===== src/rtl/debug_mem_port.sv =====
// Debug command port that reads and writes instruction RAM port b through an auto-incrementing word pointer.
// Optional: define DEBUG_PORT_CHECKSUM_EN to build the write-data checksum that op 11 returns and clears.
module debug_mem_port #(
    parameter int AUTO_INC = 1
) (
    input  logic        clk,
    input  logic        rst_n,
    input  logic        cmd_valid,
    output logic        cmd_ready,
    input  logic [1:0]  cmd_op,
    input  logic [31:0] cmd_data,
    output logic        rsp_valid,
    input  logic        rsp_ready,
    output logic [31:0] rsp_data,
    output logic [29:0] addrb,
    output logic [31:0] dinb,
    output logic        web,
    input  logic [31:0] doutb,
    output logic        busy
);

    typedef enum logic [2:0] {
        IDLE,
        WR,
        RD_WAIT,
        RD_CAP,
        RESP
    } state_t;

    localparam logic [1:0] OP_SET_ADDR = 2'b00;
    localparam logic [1:0] OP_WRITE    = 2'b01;
    localparam logic [1:0] OP_READ     = 2'b10;
    localparam logic [1:0] OP_SPECIAL  = 2'b11;

    state_t      state_reg;
    state_t      state_next;
    logic [29:0] ptr_reg;
    logic [31:0] dinb_reg;
    logic        web_reg;
    logic        rsp_valid_reg;
    logic [31:0] rsp_data_reg;
    logic        accept;
    logic        ptr_step;

    assign accept    = cmd_valid && (state_reg == IDLE);
    assign cmd_ready = (state_reg == IDLE);
    assign busy      = (state_reg != IDLE);
    assign addrb     = ptr_reg;
    assign dinb      = dinb_reg;
    assign web       = web_reg;
    assign rsp_valid = rsp_valid_reg;
    assign rsp_data  = rsp_data_reg;

    // The pointer advances when a write retires (WR) or a read word is captured (RD_CAP).
    assign ptr_step  = (AUTO_INC != 0) && ((state_reg == WR) || (state_reg == RD_CAP));

    always_ff @(posedge clk or negedge rst_n) begin
        if (!rst_n) begin
            state_reg <= IDLE;
        end else begin
            state_reg <= state_next;
        end
    end

    always_comb begin
        state_next = state_reg;
        case (state_reg)
            IDLE: begin
                if (cmd_valid) begin
                    case (cmd_op)
                        OP_WRITE: state_next = WR;
                        OP_READ:  state_next = RD_WAIT;
`ifdef DEBUG_PORT_CHECKSUM_EN
                        OP_SPECIAL: state_next = RESP;
`endif
                        default:  state_next = IDLE;
                    endcase
                end
            end
            WR:      state_next = IDLE;
            RD_WAIT: state_next = RD_CAP;
            RD_CAP:  state_next = RESP;
            RESP: begin
                if (rsp_ready) begin
                    state_next = IDLE;
                end
            end
            default: state_next = IDLE;
        endcase
    end

`ifdef DEBUG_PORT_CHECKSUM_EN
    logic [31:0] sum_reg;

    always_ff @(posedge clk or negedge rst_n) begin
        if (!rst_n) begin
            sum_reg <= 32'd0;
        end else if (accept && (cmd_op == OP_WRITE)) begin
            sum_reg <= sum_reg + cmd_data;
        end else if (accept && (cmd_op == OP_SPECIAL)) begin
            sum_reg <= 32'd0;
        end
    end
`endif

    always_ff @(posedge clk or negedge rst_n) begin
        if (!rst_n) begin
            ptr_reg <= 30'd0;
        end else if (accept && (cmd_op == OP_SET_ADDR)) begin
            ptr_reg <= cmd_data[31:2];
        end else if (ptr_step) begin
            ptr_reg <= ptr_reg + 30'd1;
        end
    end

    // web is a flop so that it is high for exactly the single WR cycle.
    always_ff @(posedge clk or negedge rst_n) begin
        if (!rst_n) begin
            web_reg  <= 1'b0;
            dinb_reg <= 32'd0;
        end else begin
            web_reg <= accept && (cmd_op == OP_WRITE);
            if (accept && (cmd_op == OP_WRITE)) begin
                dinb_reg <= cmd_data;
            end
        end
    end

    always_ff @(posedge clk or negedge rst_n) begin
        if (!rst_n) begin
            rsp_valid_reg <= 1'b0;
            rsp_data_reg  <= 32'd0;
        end else if (state_reg == RD_CAP) begin
            rsp_valid_reg <= 1'b1;
            rsp_data_reg  <= doutb;
`ifdef DEBUG_PORT_CHECKSUM_EN
        end else if (accept && (cmd_op == OP_SPECIAL)) begin
            rsp_valid_reg <= 1'b1;
            rsp_data_reg  <= sum_reg;
`endif
        end else if ((state_reg == RESP) && rsp_ready) begin
            rsp_valid_reg <= 1'b0;
        end
    end

endmodule


===== config.mk =====
export PLATFORM = sky130hd
export DESIGN_NAME = debug_mem_port
export DESIGN_NICKNAME = d
export VERILOG_FILES = /design/src/rtl/debug_mem_port.sv
export SDC_FILE = /design/constraint.sdc
export NUM_CORES = 1
export LEC_CHECK = 0
export CORE_ASPECT_RATIO = 1.4
export CORE_MARGIN = 8
export CORE_UTILIZATION = 28
export DETAILED_ROUTE_END_ITERATION = 6
export GPL_TIMING_DRIVEN = 0
export PLACE_DENSITY_LB_ADDON = 0.15
export SKIP_LAST_GASP = 1
export SYNTH_ARGS = -nofsm -noshare
export SYNTH_HDL_FRONTEND = slang
export SYNTH_SLANG_ARGS = --single-unit
export TNS_END_PERCENT = 5

===== constraint.sdc =====
create_clock -name clk -period 2.61 [get_ports clk]
set_clock_uncertainty 0.05 [all_clocks]
set_input_delay 0.6525 -clock clk [delete_from_list [all_inputs] [get_ports clk]]
set_output_delay 0.6525 -clock clk [all_outputs]
set_load 0.005 [all_outputs]

==> results.md, run 1 <==
- The post-detailed-route wirelength per cell is 18.5 µm.
- STA classifies the critical path startpoint as a register.
- The sequential fraction of design power is 38.6%.
- The area of the mapped netlist is 0.00434 mm².
- Counting cells, the worst reg-to-reg path comes to 7.
- Setup repair after global routing could not meet its margin everywhere.
- The flip-flop and latch count after synthesis is 99.
- The count of max-cap constraint violations is 0.
- The core region is 0.0154 mm².
- By instance count, the leading cell after synthesis is dfrtp_1.
- The power density normalized to cell area is 1130 mW/mm².
- The longest individual stage delay on the worst path is 0.50 ns.
- The global-route wire length before repair is 21.3 mm.
- The number of placed cells counting well taps is 725.
- In this run the register-to-register setup slack is 0.24 ns.
- The overflow left after global routing is 0.
- The worst setup path is captured at an output port.
- In this run the core area contains 54 standard-cell rows.
- The post-synthesis instance total is 361.
- The number of clock sinks seen by CTS is 99.
- For the worst setup path, the data required time is 1.91 ns.
- The number of flops mapped to enable cells by yosys is 0.
- For this run, design rule violations remaining after detail routing come to 0.
- The fraction of layout cells with a size suffix above 1 is 17.8%.
- From left edge to right edge, the die measures 121 µm.
- The count of cell types in the netlist is 40.
- The switching power is 2350 µW.
- Once the floorplan was initialized, standard cells occupied 28.2% of the core.
- The share of the clock period used by the worst path is 98.0%.
- The most common flop cell mapped by yosys is dfrtp_1.
- The source-to-sink clock delay at the later pin of the worst-skew pair is 0.34 ns.
- Setup slack closes at 0.0518 ns.
- The first detailed-routing pass took 4 iterations.
- The number of port buffers is 167.
- The number of hold violations in the final report came to 0.
- The H-tree depth reported by CTS is 3.
- For this run, the post-layout net count is 611.
- The setup path with the least slack is of type reg2out.
- The startpoint of the worst-slack reg-to-reg timing path is state_reg[0].
- In this run, the combinational gates consume 44.0% of the power.
- The initial antenna violation count is 0.
- The clock network fraction of design power is 17.3%.
- The die extent in y is 163 µm.
- The static leakage is 0.00265 µW.
- For the worst setup path, the data arrival time is 1.86 ns.
- TritonCTS built the clock tree.
- The number of primary I/O pins is 168.
- The normalized max-slew margin is 48.8%.
- The die covers 0.0198 mm².
- The buffer count from post-CTS setup fixing is 0.
- The maximum fanout count along the critical path is 7.
- The buffer levels on the longest clock path is 2.
- The utilization after layout is 42.6%.
- The worst hold margin is 0.312 ns.
- By area the synthesized netlist is led by dfrtp_1 57%, mux2_2 17%, nand2_1 3.4%.
- The largest vdd supply drop is 396 µV.
- The library cell used as clock root buffer is clkbuf_16.
- The number of inserted diodes is 0.
- The average cell area after synthesis is 12.0 µm².
- The smallest clock period supported by the final layout is computed as 2.56 ns.
- The area growth from synthesis to layout is 51.3%.
- The reg-to-reg critical path endpoint is addrb[16].
- The area share of the largest cell type after synthesis is 57.1%.
- After clock tree synthesis, the clock-pin slew on the worst setup and hold paths is 0.07 ns.
- The via count of the first global-routing pass came to 3901.
- The standard cell with the maximum stage delay on the critical path is clkdlybuf4s50_1.
- The TritonCTS buffer count is 9.
- The number of nets produced by synthesis is 432.
- The finished layout holds 740 standard cells, fillers aside.
- The post-detailed-placement half-perimeter wirelength is 10.4 mm.
- The accumulated negative setup slack is 0 ns.
- Setup violations remaining at the end of the flow were counted as 0.
- After detailed routing, the total wire length is 13.7 mm.
- Net switching is 31.8% of the power.
- The run finished with clean final reports.
- Across every metal layer, demand over resource in global routing totals 13.9%.
- For the pin with the worst max-slew slack, the measured transition is 0.768 ns.
- The critical path goes through or3_1 -> buf_2 -> inv_1 -> clkdlybuf4s50_1.
- Timing analysis after detailed placement gives a worst setup slack of -0.382 ns.
- For this run, the number of Yosys warnings is 0.
- The class of the tightest hold or removal check is in2async.
- In this run, the number of DRC markers left after iteration 0 of detailed routing was 154.
- The synthesized design spends more area on one cell type than any other, namely dfrtp_1.
- Timing would allow up to 0.391 GHz.
- The vias after detailed routing is 3625.
- Routability-driven placement finished with a final weighted congestion of 0.748.
- Cell internal power was estimated by the tool at 5030 µW.
- Counting flops with an async set or reset pin after synthesis yields a share of 100%.
- Counting instances in the post-synthesis netlist gives the leading cell types as 99 x dfrtp_1, 64 x mux2_2, 39 x nand2_1.
- The average vias per placed instance is 4.90.
- Of the synthesized area, sequential elements account for 57.1%.
- The count of antenna-violating nets left after detailed routing is 0.
- The total count of max-transition violations in the final report is 0.
- Entering global routing, the biggest net connects 57 pins.
==> per-stage QoR <==
step | total power, µW | area [µm²]
finish | 7380 | 6560
global route | 7930 | 6560
global placement | 6130 | 6250
detailed placement | 6210 | 6280
CTS | 7540 | 6560
floorplan | 4050 | 4340
==> kinds of logic after synthesis <==
group | count (synthesis) | synth area share (%)
buf+inv | 24 | 2.42
fa+ha+maj | 1 | 0.288
compound gates | 64 | 10.5
flops | 99 | 57.1
xor+xnor | 1 | 0.202
simple gates | 105 | 12.2
mux | 67 | 17.3
==> layout by cell type (no fill, tap or decap), types with 2 or more instances in the layout <==
| master | Yosys | final |
|---|---|---|
| inv_6 | 0 | 2 |
| clkbuf_1 | 8 | 8 |
| o21ai_1 | 2 | 2 |
| clkinvlp_4 | 0 | 2 |
| clkbuf_16 | 0 | 9 |
| mux2i_1 | 3 | 3 |
| a21oi_1 | 6 | 6 |
| and4_1 | 2 | 2 |
| o311ai_0 | 11 | 11 |
| buf_2 | 6 | 6 |
| or3_1 | 4 | 4 |
| o211ai_1 | 8 | 8 |
| a21o_1 | 5 | 5 |
| a31oi_1 | 5 | 5 |
| nor4_1 | 2 | 2 |
| nor3_1 | 5 | 5 |
| a32oi_1 | 2 | 2 |
| dfrtp_1 | 99 | 98 |
| nor2_2 | 0 | 2 |
| a22oi_1 | 2 | 2 |
| inv_1 | 6 | 6 |
| nor2b_1 | 2 | 2 |
| clkdlybuf4s50_1 | 0 | 166 |
| nor2_1 | 14 | 12 |
| and2_1 | 2 | 2 |
| a221o_1 | 7 | 7 |
| buf_1 | 3 | 3 |
| nand2_1 | 39 | 39 |
| and3_1 | 2 | 2 |
| nand3_1 | 14 | 14 |
| nand2b_1 | 2 | 2 |
| mux2_2 | 64 | 64 |
| o21ai_0 | 14 | 14 |
| nand4_1 | 11 | 11 |
==> power by group through the flow <==
| stage | clock (µW) | sequential (µW) | combinational, µW |
|---|---|---|---|
| final | 1280 | 2850 | 3250 |
| after global routing | 1390 | 2980 | 3550 |
| after CTS | 1340 | 2860 | 3350 |
| after detailed placement | 0 | 2880 | 3330 |
| after global placement | 0 | 2840 | 3290 |
| after floorplan | 0 | 2850 | 1200 |
==> timing repair <==
item / in CTS / in global routing
resized for setup: 1 / 2
endpoints found under the setup margin: 11 / 4
hold buffers: 0 / 0
==> cell type report <==
| cell class | count | area [µm²] |
|---|---|---|
| well taps | 196 | 245 |
| clock buffers | 10 | 239 |
| multi-input cells | 238 | 1760 |
| clock inverters | 5 | 37.5 |
| fillers | 1516 | 8840 |
| plain buffers | 18 | 82.6 |
| repair buffers | 168 | 1700 |
| flip-flops and latches | 99 | 2480 |
| inverters | 6 | 22.5 |
==> critical path: cells and delay by family (launching register included) <==
kind | cells | cell delay [ns]
simple gates | 1 | 0.34
buf+inv | 3 | 0.72
flops | 1 | 0.44
==> metal layers <==
metal | GRT usage, % | share of wire [%] | vias up
met1 | 14.7 | 37 | 1804
met3 | 6.30 | 10 | 10
met4 | 4.11 | 1.1 | 0
li1 | - | - | 1684
met5 | 0 | 0 | -
met2 | 24.3 | 51 | 127
==> worst max-delay path by stage <==
stage | start | to | slack, ns | cells after the start
final | state_reg[0] | cmd_ready | 0.05 | 4
after global routing | state_reg[0] | cmd_ready | -0.01 | 4
after CTS | state_reg[0] | cmd_ready | 0.02 | 4
after detailed placement | cmd_op[1] | dinb[9] | -0.38 | 6
after global placement | rst_n | rsp_data[8] | -3.27 | 1
after floorplan | cmd_op[1] | dinb[10] | 0.50 | 5
Power figures use the tool's default switching activity.
==> run 2, diff against run 1 <==
Settings changed: SKIP_LAST_GASP 1 to default.
==> results.md, run 2 (synthesized netlist as in run 1, its figures left out) <==
- Leaving out fill and tap cells, the most frequent cell in the layout is clkdlybuf4s50_1.
- The number of violations reported at the end of detailed-routing iteration 0 is 151 (-1.9%).
- The final RePlAce weighted congestion is 0.748 (unchanged).
- The minimum period implied by the final worst setup slack was 2.46 ns (-0.101 ns).
- The number of port buffers is 167 (unchanged).
- The critical path is of the reg2out type.
- The highest routing layer actually used is met4.
- The static leakage is 0.00266 µW (+0.40%).
- The TritonCTS buffer count is 9 (unchanged).
- The number of primary I/O pins is 168 (unchanged).
- The design internal power is 5030 µW (about the same).
- The required time of the worst setup path is 1.91 ns (about the same).
- The number of detailed-routing iterations run before antenna repair is 4 (unchanged).
- The tree is rooted in a clkbuf_16.
- The number of remaining DRC errors was 0 (unchanged).
- The overflow left after global routing is 0 (unchanged).
- The source-to-sink clock delay at the later pin of the worst-skew pair was 0.35 ns (about the same).
- The total routing usage reported by global routing is 13.9% (unchanged).
- In the layout the commonest cells are 165 x clkdlybuf4s50_1, 98 x dfrtp_1, 64 x mux2_2, 39 x nand2_1.
- The buffer levels on the longest clock path is 2 (unchanged).
- Setup repair after global routing left no endpoint under its margin.
- The H-tree depth reported by CTS is 3 (unchanged).
- The count of hold buffers inserted by post-cts repair is 0 (unchanged).
- The count of antenna-violating nets left after detailed routing came to 0 (unchanged).
- The met3 wirelength from detailed routing is 1.39 mm (unchanged).
- The maximum frequency from static timing analysis is 0.407 GHz (+4.1%).
- The power density normalized to cell area is 1120 mW/mm² (about the same).
- STA classifies the critical path startpoint as a register.
- The share of the clock period used by the worst path came to 94.1% (-3.9 points).
- The die extent in y was 163 µm (unchanged).
- The count of max-cap constraint violations is 0 (unchanged).
- The via count of the first global-routing pass was 3901 (unchanged).
- The clock network fraction of design power is 17.3% (about the same).
- The maximum fanout count along the critical path was 7 (unchanged).
- The accumulated negative setup slack is 0 ns (unchanged).
- The detailed-routing wirelength on met1 is 5.10 mm (+0.14%).
- The number of nets at the end of the flow was 611 (unchanged).
- The worst setup path is captured at an output port.
- The final wirelength is 13.7 mm (about the same).
- The largest vdd supply drop is 396 µV (unchanged).
- The number of failing setup endpoints in the final timing report is 0 (unchanged).
- The total count of max-transition violations in the final report is 0 (unchanged).
- The CTS tree is built.
- The number of hold violations in the final report is 0 (unchanged).
- The buffer count from post-CTS setup fixing is 0 (unchanged).
- The sequential fraction of design power is 38.6% (about the same).
- The path class of the tightest hold or removal check is in2async.
- The area enclosed by the die boundary is 0.0198 mm² (unchanged).
- The data arrival time of the critical path was 1.75 ns (-0.11 ns).
- The number of placement rows is 54 (unchanged).
- The total met2 wirelength after detailed routing is 7.03 mm (about the same).
- The number of inserted diodes is 0 (unchanged).
- The switching power is 2360 µW (+0.32%).
- The effective utilization at floorplan is 28.2% (unchanged).
- The placeable core area is 0.0154 mm² (unchanged).
- The vias after detailed routing was 3623 (-0.055%).
- The floorplan die width is 121 µm (unchanged).
- The measured slew at the worst slew-check pin is 0.767 ns (-0.000681 ns).
- The total power is 7390 µW (about the same).
- The number of clock sinks seen by CTS was 99 (unchanged).
- The average vias per placed instance is 4.90 (about the same).
- The combinational share of power came to 44.0% (about the same).
- The normalized max-slew margin came to 48.9% (about the same).
- The area added between synthesis and finish is 51.5%.
- The switching fraction of total power is 31.9% (+0.080 points).
- The run finished with clean final reports.
- The fraction of layout cells with a size suffix above 1 is 17.8% (unchanged).
- The clock-pin slew of the registers on the worst-case setup and hold paths came to 0.08 ns (about the same).
- The global-route wire length before repair is 21.3 mm (unchanged).
- The maximum number of pins on one net before global-route repair is 57 (unchanged).
- The post-detailed-route wirelength per cell was 18.5 µm (about the same).
- The post-detailed-placement half-perimeter wirelength is 10.4 mm (unchanged).
- The initial antenna violation count is 0 (unchanged).
==> run 2: changes by cell type in the layout (fill, tap and decap cells not counted), sizes merged <==
| cell | before | now |
|---|---|---|
| clkdlybuf4s50 | 166 | 165 |
| dlymetal6s2s | 0 | 1 |
==> run 2: final cells by class <==
cell class / count / area (µm²)
fill: 1516 / 8830
inverter: 6 / 22.5
tap: 196 / 245
clock buffer: 10 / 239
clock inverter: 5 / 37.5
multi-input combinational: 238 / 1770
sequential: 99 / 2480
buffer: 18 / 82.6
timing repair buffer: 168 / 1700
==> run 2: worst max-delay path: stages (launching register included) <==
cell and delay, ns:
dfrtp_2 0.45, or3_1 0.34, buf_2 0.17, clkdlybuf4s50_1 0.45
==> run 2: power groups by stage <==
stage | registers, µW | clock network [µW] | logic, µW
4_1_cts | 2860 | 1340 | 3350
5_1_grt | 2980 | 1390 | 3550
2_1_floorplan | 2850 | 0 | 1200
3_3_place_gp | 2840 | 0 | 3290
3_5_place_dp | 2880 | 0 | 3330
6_report | 2850 | 1280 | 3250
==> run 2: routing by layer <==
metal,track usage (%),vias to the layer above
met1,14.7,1802
met2,24.3,127
met4,4.11,0
li1,-,1684
met3,6.30,10
met5,0,-
==> run 2: final timing paths <==
check | startpoint | endpoint | slack [ns] | depth (start not counted)
min in group clk | dinb[15] | dinb[15] | 0.46 | 1
max in group asynchronous | rst_n | dinb[10] | 1.51 | 2
max | state_reg[0] | busy | 0.15 | 3
min | rst_n | dinb[24] | 0.31 | 1
max reg2reg | state_reg[0] | addrb[16] | 0.35 | 7
min reg2reg | dinb[15] | dinb[15] | 0.46 | 1
==> run 2: repair_timing <==
item                                    4_1_cts  5_1_grt
gates resized for setup                       1        4
endpoints found under the hold margin         0        0
endpoints found under the setup margin       11        4
==> run 2: through the flow <==
stage          setup slack [ns]  utilization, %  cell area, µm²  cells  hold slack (ns)
6_report                  0.153            42.7            6570    740            0.310
5_1_grt                  0.0505            42.7            6570    740            0.380
4_1_cts                  0.0238            42.6            6560    740            0.361
3_5_place_dp             -0.382            40.8            6280    725            0.444
3_3_place_gp              -3.27            40.6            6250    724            0.438
2_1_floorplan             0.500               -            4340    361            0.307
==> run 3, diff against run 2 <==
Settings changed: SETUP_SLACK_MARGIN from default to 0.4.
==> results.md, run 3 (synthesized netlist as in run 1, its figures left out) <==
- The die extent in y is 163 µm (unchanged).
- The via count of the first global-routing pass was 3920 (+0.49%).
- Leaving out fill and tap cells, the most frequent cell in the layout is clkdlybuf4s50_1.
- The accumulated negative setup slack came to 0 ns (unchanged).
- The largest vdd supply drop is 396 µV (about the same).
- The floorplan die width is 121 µm (unchanged).
- The clock network fraction of design power is 17.1% (-0.2 points).
- The count of hold buffers inserted by post-cts repair is 0 (unchanged).
- The critical path goes through or3_1 -> buf_4 -> dlygate4sd2_1.
- The final wirelength is 13.7 mm (+0.26%).
- The area enclosed by the die boundary is 0.0198 mm² (unchanged).
- The required time of the worst setup path is 1.91 ns (about the same).
- The tightest min-delay check is of the in2async type.
- The tree is rooted in a clkbuf_16.
- The number of clock sinks seen by CTS is 99 (unchanged).
- The filler cell count was 1520 (+0.26%).
- The overflow left after global routing came to 0 (unchanged).
- The measured slew at the worst slew-check pin was 0.770 ns (+0.00315 ns).
- The buffer levels on the longest clock path is 2 (unchanged).
- Setup repair after global routing could not meet its margin everywhere.
- The sequential fraction of design power is 38.2% (-0.4 points).
- The data arrival time of the critical path was 1.52 ns (-0.23 ns).
- The CTS tree is built.
- The count of antenna-violating nets left after detailed routing is 0 (unchanged).
- The number of inserted diodes is 0 (unchanged).
- The placeable core area is 0.0154 mm² (unchanged).
- The final RePlAce weighted congestion was 0.748 (unchanged).
- The initial antenna violation count is 0 (unchanged).
- The static leakage was 0.00270 µW (+1.6%).
- The number of placement rows is 54 (unchanged).
- The post-detailed-placement half-perimeter wirelength is 10.4 mm (unchanged).
- The number of remaining DRC errors is 0 (unchanged).
- The total routing usage reported by global routing is 14.0% (+0.073 points).
- The clock-pin slew of the registers on the worst-case setup and hold paths is 0.07 ns (about the same).
- The vias after detailed routing came to 3643 (+0.55%).
- The cell area reported after detailed placement came to 0.00628 mm² (unchanged).
- The TritonCTS buffer count was 9 (unchanged).
- STA classifies the critical path endpoint as an output port.
- The effective utilization at floorplan is 28.2% (unchanged).
- The design internal power came to 5060 µW (+0.61%).
- The top cell types in the final layout, fill and taps aside, are 164 x clkdlybuf4s50_1, 99 x dfrtp_1, 64 x mux2_2, 39 x nand2_1, 14 x o21ai_0.
- The count of max-cap constraint violations was 0 (unchanged).
- The area added between synthesis and finish is 53.4%.
- The switching fraction of total power is 31.9% (-0.043 points).
- The number of violations reported at the end of detailed-routing iteration 0 is 162 (+7.3%).
- The fraction of layout cells with a size suffix above 1 is 20.0% (+2.2 points).
- The startpoint type of the worst setup path is a register.
- The minimum setup slack among reg-to-reg paths is 0.48 ns (+0.13 ns).
- The power density normalized to cell area is 1120 mW/mm² (-0.69%).
- The category of the critical setup timing path is reg2out.
- The number of primary I/O pins came to 168 (unchanged).
- The maximum fanout count along the critical path is 5 (-2).
- On the critical path the largest part of the delay comes from buffers and inverters.
- The H-tree depth reported by CTS was 3 (unchanged).
- The minimum period implied by the final worst setup slack is 2.22 ns (-0.235 ns).
- The share of the clock period used by the worst path is 85.1% (-9.0 points).
- The number of port buffers is 167 (unchanged).
- The combinational share of power is 44.7% (+0.7 points).
- The maximum frequency from static timing analysis is 0.450 GHz (+11%).
- The global-route wire length before repair is 21.5 mm (+0.55%).
- The standard cell with the maximum stage delay on the critical path is dfrtp_1.
- The post-detailed-route wirelength per cell is 18.4 µm (-0.55%).
- The number of nets at the end of the flow was 617 (+0.98%).
- The normalized max-slew margin is 48.7% (-0.21 points).
- The number of detailed-routing iterations run before antenna repair is 4 (unchanged).
- The longest individual stage delay on the worst path is 0.38 ns (-0.07 ns).
- The final design area excluding fillers is 0.00665 mm² (+1.2%).
- The total count of max-transition violations in the final report is 0 (unchanged).
- The number of failing setup endpoints in the final timing report is 0 (unchanged).
- The source-to-sink clock delay at the later pin of the worst-skew pair is 0.34 ns (about the same).
- The maximum number of pins on one net before global-route repair is 57 (unchanged).
- The run finished with clean final reports.
- The total buffers and inverters traversed by the critical path was 2 (unchanged).
- The average vias per placed instance is 4.88 (-0.26%).
- The number of hold violations in the final report came to 0 (unchanged).
- The switching power came to 2370 µW (+0.41%).
## run 3: cell types whose count changed in the layout (fill, tap and decap cells not counted), moves of 2 or more
| cell | previous run | this run |
|---|---|---|
| buf_6 | 1 | 4 |
| buf_4 | 1 | 8 |
| clkbuf_2 | 0 | 5 |
| clkbuf_1 | 8 | 4 |
| buf_2 | 6 | 2 |
| nor2_4 | 0 | 2 |
## run 3: worst paths after layout
path,start,to,cells past startpoint
min,rst_n,dinb[24],1
min reg2reg,dinb[15],dinb[15],1
min in group clk,dinb[15],dinb[15],1
max reg2reg,addrb[8],addrb[24],5
max in group asynchronous,rst_n,dinb[10],2
max,state_reg[1],busy,3
## run 3: metal layers
layer  share of wire [%]  vias up  GRT usage (%)  routed length, µm
met5                   0        -              0                  0
met4                0.95        0           4.11                130
met3                  10        8           6.36               1360
met2                  52      121           24.4               7100
met1                  37     1814           14.7               5100
li1                    -     1700              -                  -
## run 3: layout make-up
| class | instances | area [µm²] | area share [%] |
|---|---|---|---|
| Buffer | 18 | 109 | 1.64 |
| Sequential cell | 99 | 2480 | 37.2 |
| Clock inverter | 5 | 37.5 | 0.564 |
| Timing Repair Buffer | 174 | 1740 | 26.1 |
| Multi-Input combinational cell | 238 | 1790 | 26.9 |
| Clock buffer | 10 | 239 | 3.59 |
| Inverter | 6 | 22.5 | 0.339 |
| Tap cell | 196 | 245 | 3.69 |
## run 3: power groups by stage
stage	combinational (µW)	clock, µW	sequential [µW]
after detailed placement	3330	0	2880
final	3320	1270	2840
after global placement	3290	0	2840
after floorplan	1200	0	2850
after CTS	3400	1340	2840
after global routing	3620	1390	2960
## run 3: what timing repair did
| action | CTS | global route |
|---|---|---|
| hold endpoints to repair | 0 | 0 |
| setup endpoints to repair | 58 | 57 |
| setup buffers | 5 | 1 |
| pin swaps | 1 | 2 |
| gates resized for setup | 12 | 14 |
## run 3: metrics by stage
step / utilization [%] / hold slack, ns / power (µW) / setup WS [ns] / std cells
2_1_floorplan: - / 0.307 / 4050 / 0.500 / 361
3_3_place_gp: 40.6 / 0.438 / 6130 / -3.27 / 724
3_5_place_dp: 40.8 / 0.444 / 6210 / -0.382 / 725
4_1_cts: 43.0 / 0.361 / 7580 / 0.321 / 745
5_1_grt: 43.2 / 0.380 / 7980 / 0.324 / 746
6_report: 43.2 / 0.310 / 7430 / 0.388 / 746
